File: src/rtl/lsu_exec.sv
// LSU execute stage: address gen, store-buffer write, dcache load, CDB wb.
// Optional misaligned-access trap: define LSU_MISALIGN_TRAP_EN.
package config_pkg;
    typedef struct packed {
        int unsigned XLEN;
    } cfg_t;

    localparam cfg_t EmptyCfg = '{XLEN: 32};

    typedef struct packed {
        logic [31:0] imm;
        logic        is_store;
        logic [1:0]  lsu_size;
        logic        lsu_unsigned;
    } uop_t;
endpackage

module lsu_exec #(
    parameter config_pkg::cfg_t Cfg = config_pkg::EmptyCfg,
    parameter int DATA_W = int'(Cfg.XLEN),
    parameter int TAG_W  = 6,
    parameter int SB_W   = 4
) (
    input  logic                clk,
    input  logic                rst_n,
    input  logic                flush_i,
    input  logic                lsu_en,
    input  config_pkg::uop_t    lsu_uop,
    input  logic [DATA_W-1:0]   lsu_v1,
    input  logic [DATA_W-1:0]   lsu_v2,
    input  logic [TAG_W-1:0]    lsu_dst,
    input  logic [SB_W-1:0]     lsu_sb_id,
    output logic                fu_ready_o,
    lsu_exec_if.master          bus
);
    localparam int OFF_W = $clog2(DATA_W / 8);
    localparam int BE_W  = DATA_W / 8;
    localparam int BW2   = 2 * BE_W;
    localparam int IDX_W = $clog2(DATA_W);

    typedef enum logic [2:0] {
        IDLE, ST, LREQ, LWAIT, DRAIN, WB
    } state_e;

    state_e              state_q, state_d;
    logic [TAG_W-1:0]    tag_q, tag_d;
    logic [SB_W-1:0]     sb_id_q, sb_id_d;
    logic [1:0]          size_q, size_d;
    logic                uns_q, uns_d;
    logic [DATA_W-1:0]   addr_q, addr_d;
    logic [DATA_W-1:0]   v2_q, v2_d;
    logic [DATA_W-1:0]   res_q, res_d;

    logic [DATA_W-1:0]   imm_ext;
    logic [DATA_W-1:0]   eff_addr;
    logic [OFF_W-1:0]    off;
    logic [OFF_W+2:0]    shamt;

    assign imm_ext  = DATA_W'(signed'(lsu_uop.imm));
    assign eff_addr = lsu_v1 + imm_ext;
    assign off      = addr_q[OFF_W-1:0];
    assign shamt    = {off, 3'b000};

    // Load alignment: shift the lane down, then mask and extend by size.
    logic [DATA_W-1:0]   ld_shift, keep, one_w, ld_ext;
    logic [6:0]          nbits;
    logic [IDX_W-1:0]    top_idx;
    logic                sbit;

    always_comb begin
        one_w    = {{(DATA_W-1){1'b0}}, 1'b1};
        ld_shift = bus.ld_resp_data_i >> shamt;
        nbits    = 7'd8 << size_q;
        keep     = (one_w << nbits) - one_w;
        if (int'(nbits) >= DATA_W) begin
            top_idx = IDX_W'(DATA_W - 1);
        end else begin
            top_idx = IDX_W'(int'(nbits) - 1);
        end
        sbit   = ld_shift[top_idx] & ~uns_q;
        ld_ext = (ld_shift & keep) | (sbit ? ~keep : '0);
    end

    logic [BW2-1:0]      one_b, be_w;
    logic [3:0]          nbytes;

    always_comb begin
        one_b  = {{(BW2-1){1'b0}}, 1'b1};
        nbytes = 4'd1 << size_q;
        be_w   = ((one_b << nbytes) - one_b) << off;
    end

`ifdef LSU_MISALIGN_TRAP_EN
    logic                exc_q, exc_d;
    logic [3:0]          amask;
    logic                mis;

    assign amask = (4'd1 << lsu_uop.lsu_size) - 4'd1;
    assign mis   = |(eff_addr[3:0] & amask);
`endif

    always_ff @(posedge clk or negedge rst_n) begin
        if (!rst_n) begin
            state_q <= IDLE;
            tag_q   <= '0;
            sb_id_q <= '0;
            size_q  <= '0;
            uns_q   <= 1'b0;
            addr_q  <= '0;
            v2_q    <= '0;
            res_q   <= '0;
`ifdef LSU_MISALIGN_TRAP_EN
            exc_q   <= 1'b0;
`endif
        end else begin
            state_q <= state_d;
            tag_q   <= tag_d;
            sb_id_q <= sb_id_d;
            size_q  <= size_d;
            uns_q   <= uns_d;
            addr_q  <= addr_d;
            v2_q    <= v2_d;
            res_q   <= res_d;
`ifdef LSU_MISALIGN_TRAP_EN
            exc_q   <= exc_d;
`endif
        end
    end

    always_comb begin
        state_d = state_q;
        tag_d   = tag_q;
        sb_id_d = sb_id_q;
        size_d  = size_q;
        uns_d   = uns_q;
        addr_d  = addr_q;
        v2_d    = v2_q;
        res_d   = res_q;
`ifdef LSU_MISALIGN_TRAP_EN
        exc_d   = exc_q;
`endif
        unique case (state_q)
            IDLE: begin
                if (!flush_i && lsu_en) begin
                    tag_d   = lsu_dst;
                    sb_id_d = lsu_sb_id;
                    size_d  = lsu_uop.lsu_size;
                    uns_d   = lsu_uop.lsu_unsigned;
                    addr_d  = eff_addr;
                    v2_d    = lsu_v2;
                    res_d   = '0;
`ifdef LSU_MISALIGN_TRAP_EN
                    exc_d   = mis;
                    if (mis) begin
                        state_d = WB;
                    end else if (lsu_uop.is_store) begin
                        state_d = ST;
                    end else begin
                        state_d = LREQ;
                    end
`else
                    state_d = lsu_uop.is_store ? ST : LREQ;
`endif
                end
            end
            ST: begin
                state_d = flush_i ? IDLE : WB;
            end
            LREQ: begin
                if (flush_i) begin
                    state_d = IDLE;
                end else if (bus.ld_req_ready_i) begin
                    state_d = LWAIT;
                end
            end
            LWAIT: begin
                // A flushed load still owes one response unless it is here now.
                if (flush_i) begin
                    state_d = bus.ld_resp_valid_i ? IDLE : DRAIN;
                end else if (bus.ld_resp_valid_i) begin
                    res_d   = ld_ext;
                    state_d = WB;
                end
            end
            DRAIN: begin
                if (bus.ld_resp_valid_i) begin
                    state_d = IDLE;
                end
            end
            WB: begin
                if (flush_i || bus.wb_ready_i) begin
                    state_d = IDLE;
                end
            end
            default: state_d = IDLE;
        endcase
    end

    logic in_st, in_lreq;

    assign in_st   = (state_q == ST);
    assign in_lreq = (state_q == LREQ);

    assign fu_ready_o         = (state_q == IDLE);
    assign bus.sb_we_o        = in_st & ~flush_i;
    assign bus.sb_id_o        = in_st ? sb_id_q : '0;
    assign bus.sb_addr_o      = in_st ? addr_q : '0;
    assign bus.sb_data_o      = in_st ? (v2_q << shamt) : '0;
    assign bus.sb_be_o        = in_st ? be_w[BE_W-1:0] : '0;
    assign bus.ld_req_valid_o = in_lreq & ~flush_i;
    assign bus.ld_req_addr_o  = in_lreq ?
                                {addr_q[DATA_W-1:OFF_W], {OFF_W{1'b0}}} : '0;
    assign bus.wb_valid_o     = (state_q == WB) & ~flush_i;
    assign bus.wb_tag_o       = tag_q;
    assign bus.wb_data_o      = res_q;
`ifdef LSU_MISALIGN_TRAP_EN
    assign bus.wb_exc_o       = exc_q;
`else
    assign bus.wb_exc_o       = 1'b0;
`endif
endmodule

File: src/rtl/lsu_exec_if.sv
// LSU execution-side bus: store-buffer write port, dcache load port
// and CDB writeback port, seen from the LSU (master) or its peers (slave).
interface lsu_exec_if #(
    parameter int DATA_W = 32,
    parameter int TAG_W  = 6,
    parameter int SB_W   = 4
);
    logic                  sb_we_o;
    logic [SB_W-1:0]       sb_id_o;
    logic [DATA_W-1:0]     sb_addr_o;
    logic [DATA_W-1:0]     sb_data_o;
    logic [DATA_W/8-1:0]   sb_be_o;
    logic                  ld_req_valid_o;
    logic                  ld_req_ready_i;
    logic [DATA_W-1:0]     ld_req_addr_o;
    logic                  ld_resp_valid_i;
    logic [DATA_W-1:0]     ld_resp_data_i;
    logic                  wb_valid_o;
    logic                  wb_ready_i;
    logic [TAG_W-1:0]      wb_tag_o;
    logic [DATA_W-1:0]     wb_data_o;
    logic                  wb_exc_o;

    modport master (
        output sb_we_o, sb_id_o, sb_addr_o, sb_data_o, sb_be_o,
        output ld_req_valid_o, ld_req_addr_o,
        input  ld_req_ready_i, ld_resp_valid_i, ld_resp_data_i,
        output wb_valid_o, wb_tag_o, wb_data_o, wb_exc_o,
        input  wb_ready_i
    );

    modport slave (
        input  sb_we_o, sb_id_o, sb_addr_o, sb_data_o, sb_be_o,
        input  ld_req_valid_o, ld_req_addr_o,
        output ld_req_ready_i, ld_resp_valid_i, ld_resp_data_i,
        input  wb_valid_o, wb_tag_o, wb_data_o, wb_exc_o,
        output wb_ready_i
    );
endinterface

File: src/flat_wrapper.sv
// flat-port wrapper written by rule: the top's interface ports become plain ports
module lsu_exec_flat 
#(
    parameter config_pkg::cfg_t Cfg = config_pkg::EmptyCfg,
    parameter int DATA_W = int'(Cfg.XLEN),
    parameter int TAG_W  = 6,
    parameter int SB_W   = 4
)
  (clk, rst_n, flush_i, lsu_en, lsu_uop, lsu_v1, lsu_v2, lsu_dst, lsu_sb_id, fu_ready_o, bus_sb_we_o, bus_sb_id_o, bus_sb_addr_o, bus_sb_data_o, bus_sb_be_o, bus_ld_req_valid_o, bus_ld_req_addr_o, bus_ld_req_ready_i, bus_ld_resp_valid_i, bus_ld_resp_data_i, bus_wb_valid_o, bus_wb_tag_o, bus_wb_data_o, bus_wb_exc_o, bus_wb_ready_i);
  lsu_exec_if #(.DATA_W(DATA_W), .TAG_W(TAG_W), .SB_W(SB_W)) bus_i ();
  input  logic clk;
  input  logic rst_n;
  input  logic flush_i;
  input  logic lsu_en;
  input  config_pkg::uop_t lsu_uop;
  input  logic [DATA_W-1:0] lsu_v1;
  input  logic [DATA_W-1:0] lsu_v2;
  input  logic [TAG_W-1:0] lsu_dst;
  input  logic [SB_W-1:0] lsu_sb_id;
  output logic fu_ready_o;
  output wire logic [$bits(bus_i.sb_we_o)-1:0] bus_sb_we_o;
  output wire logic [$bits(bus_i.sb_id_o)-1:0] bus_sb_id_o;
  output wire logic [$bits(bus_i.sb_addr_o)-1:0] bus_sb_addr_o;
  output wire logic [$bits(bus_i.sb_data_o)-1:0] bus_sb_data_o;
  output wire logic [$bits(bus_i.sb_be_o)-1:0] bus_sb_be_o;
  output wire logic [$bits(bus_i.ld_req_valid_o)-1:0] bus_ld_req_valid_o;
  output wire logic [$bits(bus_i.ld_req_addr_o)-1:0] bus_ld_req_addr_o;
  input wire logic [$bits(bus_i.ld_req_ready_i)-1:0] bus_ld_req_ready_i;
  input wire logic [$bits(bus_i.ld_resp_valid_i)-1:0] bus_ld_resp_valid_i;
  input wire logic [$bits(bus_i.ld_resp_data_i)-1:0] bus_ld_resp_data_i;
  output wire logic [$bits(bus_i.wb_valid_o)-1:0] bus_wb_valid_o;
  output wire logic [$bits(bus_i.wb_tag_o)-1:0] bus_wb_tag_o;
  output wire logic [$bits(bus_i.wb_data_o)-1:0] bus_wb_data_o;
  output wire logic [$bits(bus_i.wb_exc_o)-1:0] bus_wb_exc_o;
  input wire logic [$bits(bus_i.wb_ready_i)-1:0] bus_wb_ready_i;
  assign bus_sb_we_o = bus_i.sb_we_o;
  assign bus_sb_id_o = bus_i.sb_id_o;
  assign bus_sb_addr_o = bus_i.sb_addr_o;
  assign bus_sb_data_o = bus_i.sb_data_o;
  assign bus_sb_be_o = bus_i.sb_be_o;
  assign bus_ld_req_valid_o = bus_i.ld_req_valid_o;
  assign bus_ld_req_addr_o = bus_i.ld_req_addr_o;
  assign bus_i.ld_req_ready_i = bus_ld_req_ready_i;
  assign bus_i.ld_resp_valid_i = bus_ld_resp_valid_i;
  assign bus_i.ld_resp_data_i = bus_ld_resp_data_i;
  assign bus_wb_valid_o = bus_i.wb_valid_o;
  assign bus_wb_tag_o = bus_i.wb_tag_o;
  assign bus_wb_data_o = bus_i.wb_data_o;
  assign bus_wb_exc_o = bus_i.wb_exc_o;
  assign bus_i.wb_ready_i = bus_wb_ready_i;
  lsu_exec #(.Cfg(Cfg), .DATA_W(DATA_W), .TAG_W(TAG_W), .SB_W(SB_W)) u_core (.clk(clk), .rst_n(rst_n), .flush_i(flush_i), .lsu_en(lsu_en), .lsu_uop(lsu_uop), .lsu_v1(lsu_v1), .lsu_v2(lsu_v2), .lsu_dst(lsu_dst), .lsu_sb_id(lsu_sb_id), .fu_ready_o(fu_ready_o), .bus(bus_i));
endmodule
File: config.mk
export PLATFORM = sky130hd
export DESIGN_NAME = lsu_exec_flat
export DESIGN_NICKNAME = d
export VERILOG_FILES = /design/src/rtl/lsu_exec.sv /design/src/rtl/lsu_exec_if.sv /design/src/flat_wrapper.sv
export SDC_FILE = /design/constraint.sdc
export NUM_CORES = 1
export LEC_CHECK = 0
export ABC_AREA = 1
export CAP_MARGIN = 20
export CORE_MARGIN = 4
export CORE_UTILIZATION = 50
export CTS_CLUSTER_SIZE = 24
export DETAILED_ROUTE_END_ITERATION = 12
export HOLD_SLACK_MARGIN = 0.03
export PLACE_DENSITY = 0.93
export SLEW_MARGIN = 5
export SYNTH_ARGS = -nofsm -noshare
export SYNTH_HDL_FRONTEND = slang
export SYNTH_SLANG_ARGS = --single-unit
File: constraint.sdc
create_clock -name clk -period 2.9 [get_ports clk]
set_input_delay 0.58 -clock clk [delete_from_list [all_inputs] [get_ports clk]]
set_output_delay 0.58 -clock clk [all_outputs]
set_load 0.005 [all_outputs]
# --- Word level (Yosys, flattened, before mapping) ---
# Cells that the tools add are included.
# W data, S select, Z words.
word_totals:
  regBits: 112
  inputBits: 149
  out_inout_bits: 147
classes:
  add_sub_neg: 4
  n_lt_le_gt_ge: 2
  eq_ne: 12
  shift: 7
  muxes: 24
  bitwise: 9
  reduce_logical: 8
ops:
  columns: ["operator", "n"]
  rows:
  - ["$mux W32", 7]
  - ["$pmux W32 S2", 1]
  - ["$add A32 B32 Y32", 1]
  - ["$and A32 B32 Y32", 1]
  - ["$not A32 Y32", 1]
  - ["$or A32 B32 Y32", 1]
  - ["$shl A1 B7 Y32 const A", 1]
  - ["$shl A32 B5 Y32", 1]
  - ["$shr A32 B5 Y32", 1]
  - ["$sub A32 B1 Y32 const B", 1]
  - ["$mux W3", 9]
  - ["$pmux W3 S6", 1]
  - ["$mux W4", 2]
  - ["$shl A1 B4 Y8 const A", 1]
  - ["$shl A8 B2 Y4", 1]
  - ["$sub A8 B1 Y8 const B", 1]
  - ["$ge A7 B6 Y1 const B", 1]
  - ["$shl A4 B2 Y7 const A", 1]
  - ["$eq A3 B2 Y1 const B", 2]
  - ["$eq A3 B3 Y1 const B", 2]
  - ["$lt A5 B6 Y1 const B", 1]
  - ["$ne A2 B2 Y1 const B", 3]
  - ["$ne A3 B3 Y1 const B", 2]
  - ["$bmux W1 S5", 1]
  - ["17 further kinds", 22]

# --- Depth between registers and ports, before layout ---
logic_depth:
  depth_word: 11
  mapped_depth: 14
  depth_no_buf: 12

# --- Least setup slack after synthesis ---
# Ideal clock, no wire load.
synth_timing:
  kind: "input port to flip-flop"
  from: "input port lsu_uop[4] (netlist bit)"
  to: "register u_core.addr_q[20]"
  setup_ns: 0.130
  arrival_ns: 1.942
  slack_ns: 0.828
  path_stages: 10
  cell_sequence: "ha_1 > fa_1 > nand3_1 > nand3_1 > nand3_1 > nand3_1 > nand2_1 > nand3_1 > nand3_1 > o21ai_0"
synth_via:
  elab_chain_cells: 1
synth_lines:
  columns: ["item", "line", "text"]
  rows:
  - ["start, declared", "flat_wrapper.sv:15", "input config_pkg::uop_t lsu_uop;"]
  - ["$add A32 B32 Y32", "lsu_exec.sv:60", "assign eff_addr = lsu_v1 + imm_ext;"]
  - ["end signal, assigned", "lsu_exec.sv:121", "addr_q <= addr_d;"]
  - ["end, declared", "lsu_exec.sv:50", "logic [DATA_W-1:0] addr_q, addr_d;"]
# No other way between the ends.
# A chain may end at the register's enable or synchronous reset.

# --- Final worst setup path ---
layout_timing:
  from: "register u_core.addr_q[0]"
  to: "output port bus_sb_data_o[22]"
layout_via:
  elab_chain_cells: 2
layout_lines:
  columns: ["item", "line", "text"]
  rows:
  - ["$shl A32 B5 Y32", "lsu_exec.sv:208", "assign bus.sb_data_o = in_st ? (v2_q << shamt) : '0;"]
  - ["$mux W32", "lsu_exec.sv:208", null]
  - ["end, declared", "flat_wrapper.sv:24", "output wire logic [$bits(bus_i.sb_data_o)-1:0] bus_sb_data_o;"]
# No other way between the ends.

==> metrics.txt <==
YS warnings=0; cell count after synthesis=approximately 1.3k; Bufs and invs on worst path=2; Worst path max stage delay=0.57 ns; DR iter-0 viols=847; largest family of logic cells by synthesized area=simple AND/OR/NAND/NOR gates; std cell rows=between 40 and 50; final setup fails=0; DP Cell Count=between 1.5k and 2k; mux cell area share after synthesis=less than 1%; Register Area=0.00280 mm²; Slew HR=between 30% and 40%; Post-Route WL=28500 µm; placed cell area=roughly 0.011 mm²; initial antenna violation count=0; first-pass GRT wire length=around 45000 µm; register area share after synthesis=between 30% and 40%; Die Ht=approximately 140 µm; Yosys top cell area share=~34%; CTS sink count=approximately 110; Num CTS Buffers=9; synthesized cell area=between 0.008 and 0.009 mm²; post-synthesis area per instance=roughly 6.2 µm²; Hold Buf Count CTS=0; CTS tree=built; fraction of layout cells with a size suffix above 1=around 3.2%; Die Width=between 100 and 150 µm; CP Class=register to primary output; antenna fix cells=0; CTS H-Tree Depth=3; setup_tns=0 ns; total track usage=between 20% and 30%; Initial Utilization=~52%; FF+latch count, synth=roughly 110; minimum clock period=2.83 ns; simple-gate share of the synthesized area=approximately 37%; detailed placement HPWL=between 20000 and 25000 µm; hold crit path type=input port to asynchronous set/reset pin; final worst slack=0.0698 ns; clock buffer depth=2; Layout Utilization=73.0%; crit path max fanout=24; cell taking the most area after synthesis=dfrtp_1; worst path cell trace=inv_2 > nand2_1 > o32ai_1 > clkdlybuf4s50_1; WL per Instance=around 16 µm; CP startpoint kind=register; clk_lat worst skew=0.36 ns; adder-cell share of the synthesized area=under 10%; total of max-cap violations=0; antenna-violating nets left=0; die footprint=0.0187 mm²; core box area=~0.016 mm²; clk slew on worst S/H paths=about 0.080 ns; CP Data Arrival Time=around 2.3 ns; Slew Viols, Final=0; DRC Markers=0; ys async rst share=100%; Pleak=about 6 nW; Power per Cell Area=around 800 mW/mm²; Root Buffer Master=clkbuf_16; Final nets=roughly 1.8k; routed vias=just under 10k; port buffer count=between 200 and 300; Layout Area Growth over Synthesis=41.0%; Post-synth top flop=dfrtp_1; num ports=296; multi-input logic area=between 0.004 and 0.005 mm²; FMAX=around 350 MHz; Final Hold Fails=0; Worst-Margin Slew=between 0.9 and 1 ns; largest net degree at the start of global routing=between 100 and 150; number of global-route vias before repair=between 9k and 10k; grt ovf=0; Post-synth EDFFs=0; vias per cell=~5.3; first-pass iteration count of the detailed router=6; XOR/XNOR Fraction of Synth Area=under 10%; final instance area=~0.012 mm²; Synth cell types=38; Synth Area in Compound Gates=a little over a tenth; fillers=around 1.2k; worst clock skew=0.0104 ns; delay-heaviest family, CP=buffers and inverters; Post-Place Setup Slack=between 0.15 and 0.2 ns; synth top area cells=dfrtp_1, nand2_1, nor2_1; RSZ-0062 raised after global routing=yes; Tcrit/Tclk final=a little over nine tenths; Setup crit end kind=primary output; Post-Layout Cell Count=1833; status=completed; worst path required time=between 2 and 2.5 ns; Placer Congestion=~1; CP max stage cell=clkdlybuf4s50_1; Max VDD drop=407 µV
## power breakdown
| group | switching (mW) | total, mW | internal [mW] |
|---|---|---|---|
| clock | 0.634 | 1.37 | 0.735 |
| sequential | 0.434 | 2.69 | 2.26 |
| combinational | 2.98 | 5.33 | 2.35 |
## area by class of cell
cell class	count	share of cell area [%]
clock inverters	5	0.576
multi-input cells	996	38.9
flip-flops and latches	112	23.9
clock buffers	11	2.16
inverters	185	5.93
repair buffers	308	26.2
well taps	216	2.31
## placed cells by master, fill, tap and decap left out, drive strengths merged
cell type and count:
bufinv 1, a211oi 1, o21ai 71, nand3b 2, inv 188, nand3 62, a311oi 3, a31oi 5
o21bai 2, and2 1, dlygate4sd2 1, mux2i 3, o22ai 5, nand2 518, a21oi 45, dfrtp 112
nand4 1, clkinv 1, nor3 6, clkdlybuf4s50 290, a21o 2, o32ai 16, nor3b 1, xnor2 10
clkbuf 11, or2 2, buf 17, conb 3, fa 1, nor2 200, ha 32, a22o 4
## per-layer routing
metal  GRT usage (%)  routed length, µm  vias to the layer above  part of all wire [%]
li1                -                  -                     4678                     -
met1            37.9              11100                     4449                    39
met2            51.4              14100                      490                    50
met3            3.68               2300                       71                   8.1
met4            11.0                901                        0                   3.2
met5               0                  0                        -                     0
## synthesized netlist by cell type (2+ instances only)
master      n
xnor2_1    10
inv_1     180
o21bai_1    2
or2_2       2
o21ai_1     5
ha_1       32
inv_2       4
buf_2      17
o32ai_1    16
nand2_2     3
nand2_1   514
mux2i_1     3
buf_6       2
a31oi_1     4
o22ai_1     5
clkbuf_1   24
nand3_1    61
nand3b_1    2
nor3_1      6
dfrtp_1   112
o21ai_0    66
nor2_1    200
a21o_1      2
buf_1       4
a311oi_1    3
a21oi_1    45
buf_4       9
a22o_1      4
## sequential cells by signal (all words and copies together), names as in the netlist
| signal | flops |
|---|---|
| u_core.bus.wb_tag_o | 6 |
| u_core.uns_q | 1 |
| u_core.addr_q | 32 |
| u_core.state_q | 3 |
| u_core.size_q | 2 |
| u_core.bus.wb_data_o | 32 |
| u_core.sb_id_q | 4 |
| u_core.v2_q | 32 |
## worst register-to-register path: stages (launching register included)
cell and delay, ns:
dfrtp_2 0.41, inv_2 0.35, buf_4 0.42, nand2_1 0.09, o21ai_1 0.11, nand2_1 0.08, nand2_1 0.12, nand2_1 0.07
nand3_1 0.07, nand2_1 0.07, nand2_2 0.11, nand2_2 0.15, nand2_1 0.10, nand2_1 0.08
## logic make-up (layout without fill, tap and decap cells)
| group | Yosys count | after routing |
|---|---|---|
| DFF | 112 | 112 |
| muxes | 3 | 3 |
| other | 1 | 3 |
| AOI/OAI and AO/OA | 154 | 154 |
| adders and majority gates | 33 | 33 |
| xor gates and xnor gates | 10 | 10 |
| and+or+nand+nor | 793 | 793 |
| buffers and inverters | 241 | 509 |
## repair_timing
| action | in CTS | in global routing |
|---|---|---|
| pin swaps | 0 | 0 |
| resized for setup | 5 | 3 |
| setup endpoints to repair | 13 | 23 |
| buffers inserted | 0 | 1 |
## worst paths after layout
path	from	endpoint	slack [ns]	depth (start not counted)
hold reg to reg	u_core.bus.wb_tag_o[3]	u_core.bus.wb_tag_o[3]	0.48	2
setup reg to reg	u_core.addr_q[0]	u_core.bus.wb_data_o[15]	0.57	13
setup / recovery	u_core.addr_q[0]	bus_sb_data_o[22]	0.07	4
min in group clk	u_core.bus.wb_tag_o[3]	u_core.bus.wb_tag_o[3]	0.48	2
max in group asynchronous	rst_n	u_core.addr_q[0]	2.10	2
hold / removal	rst_n	u_core.v2_q[2]	0.28	2
## stage by stage
step	power, mW	hold slack, ns
final	9.39	0.283
after global routing	10.1	0.326
after CTS	9.32	0.332
after detailed placement	7.92	0.465
after global placement	7.73	0.462
after floorplan	5.52	0.284
No activity file was read; power rests on OpenSTA's default activity.
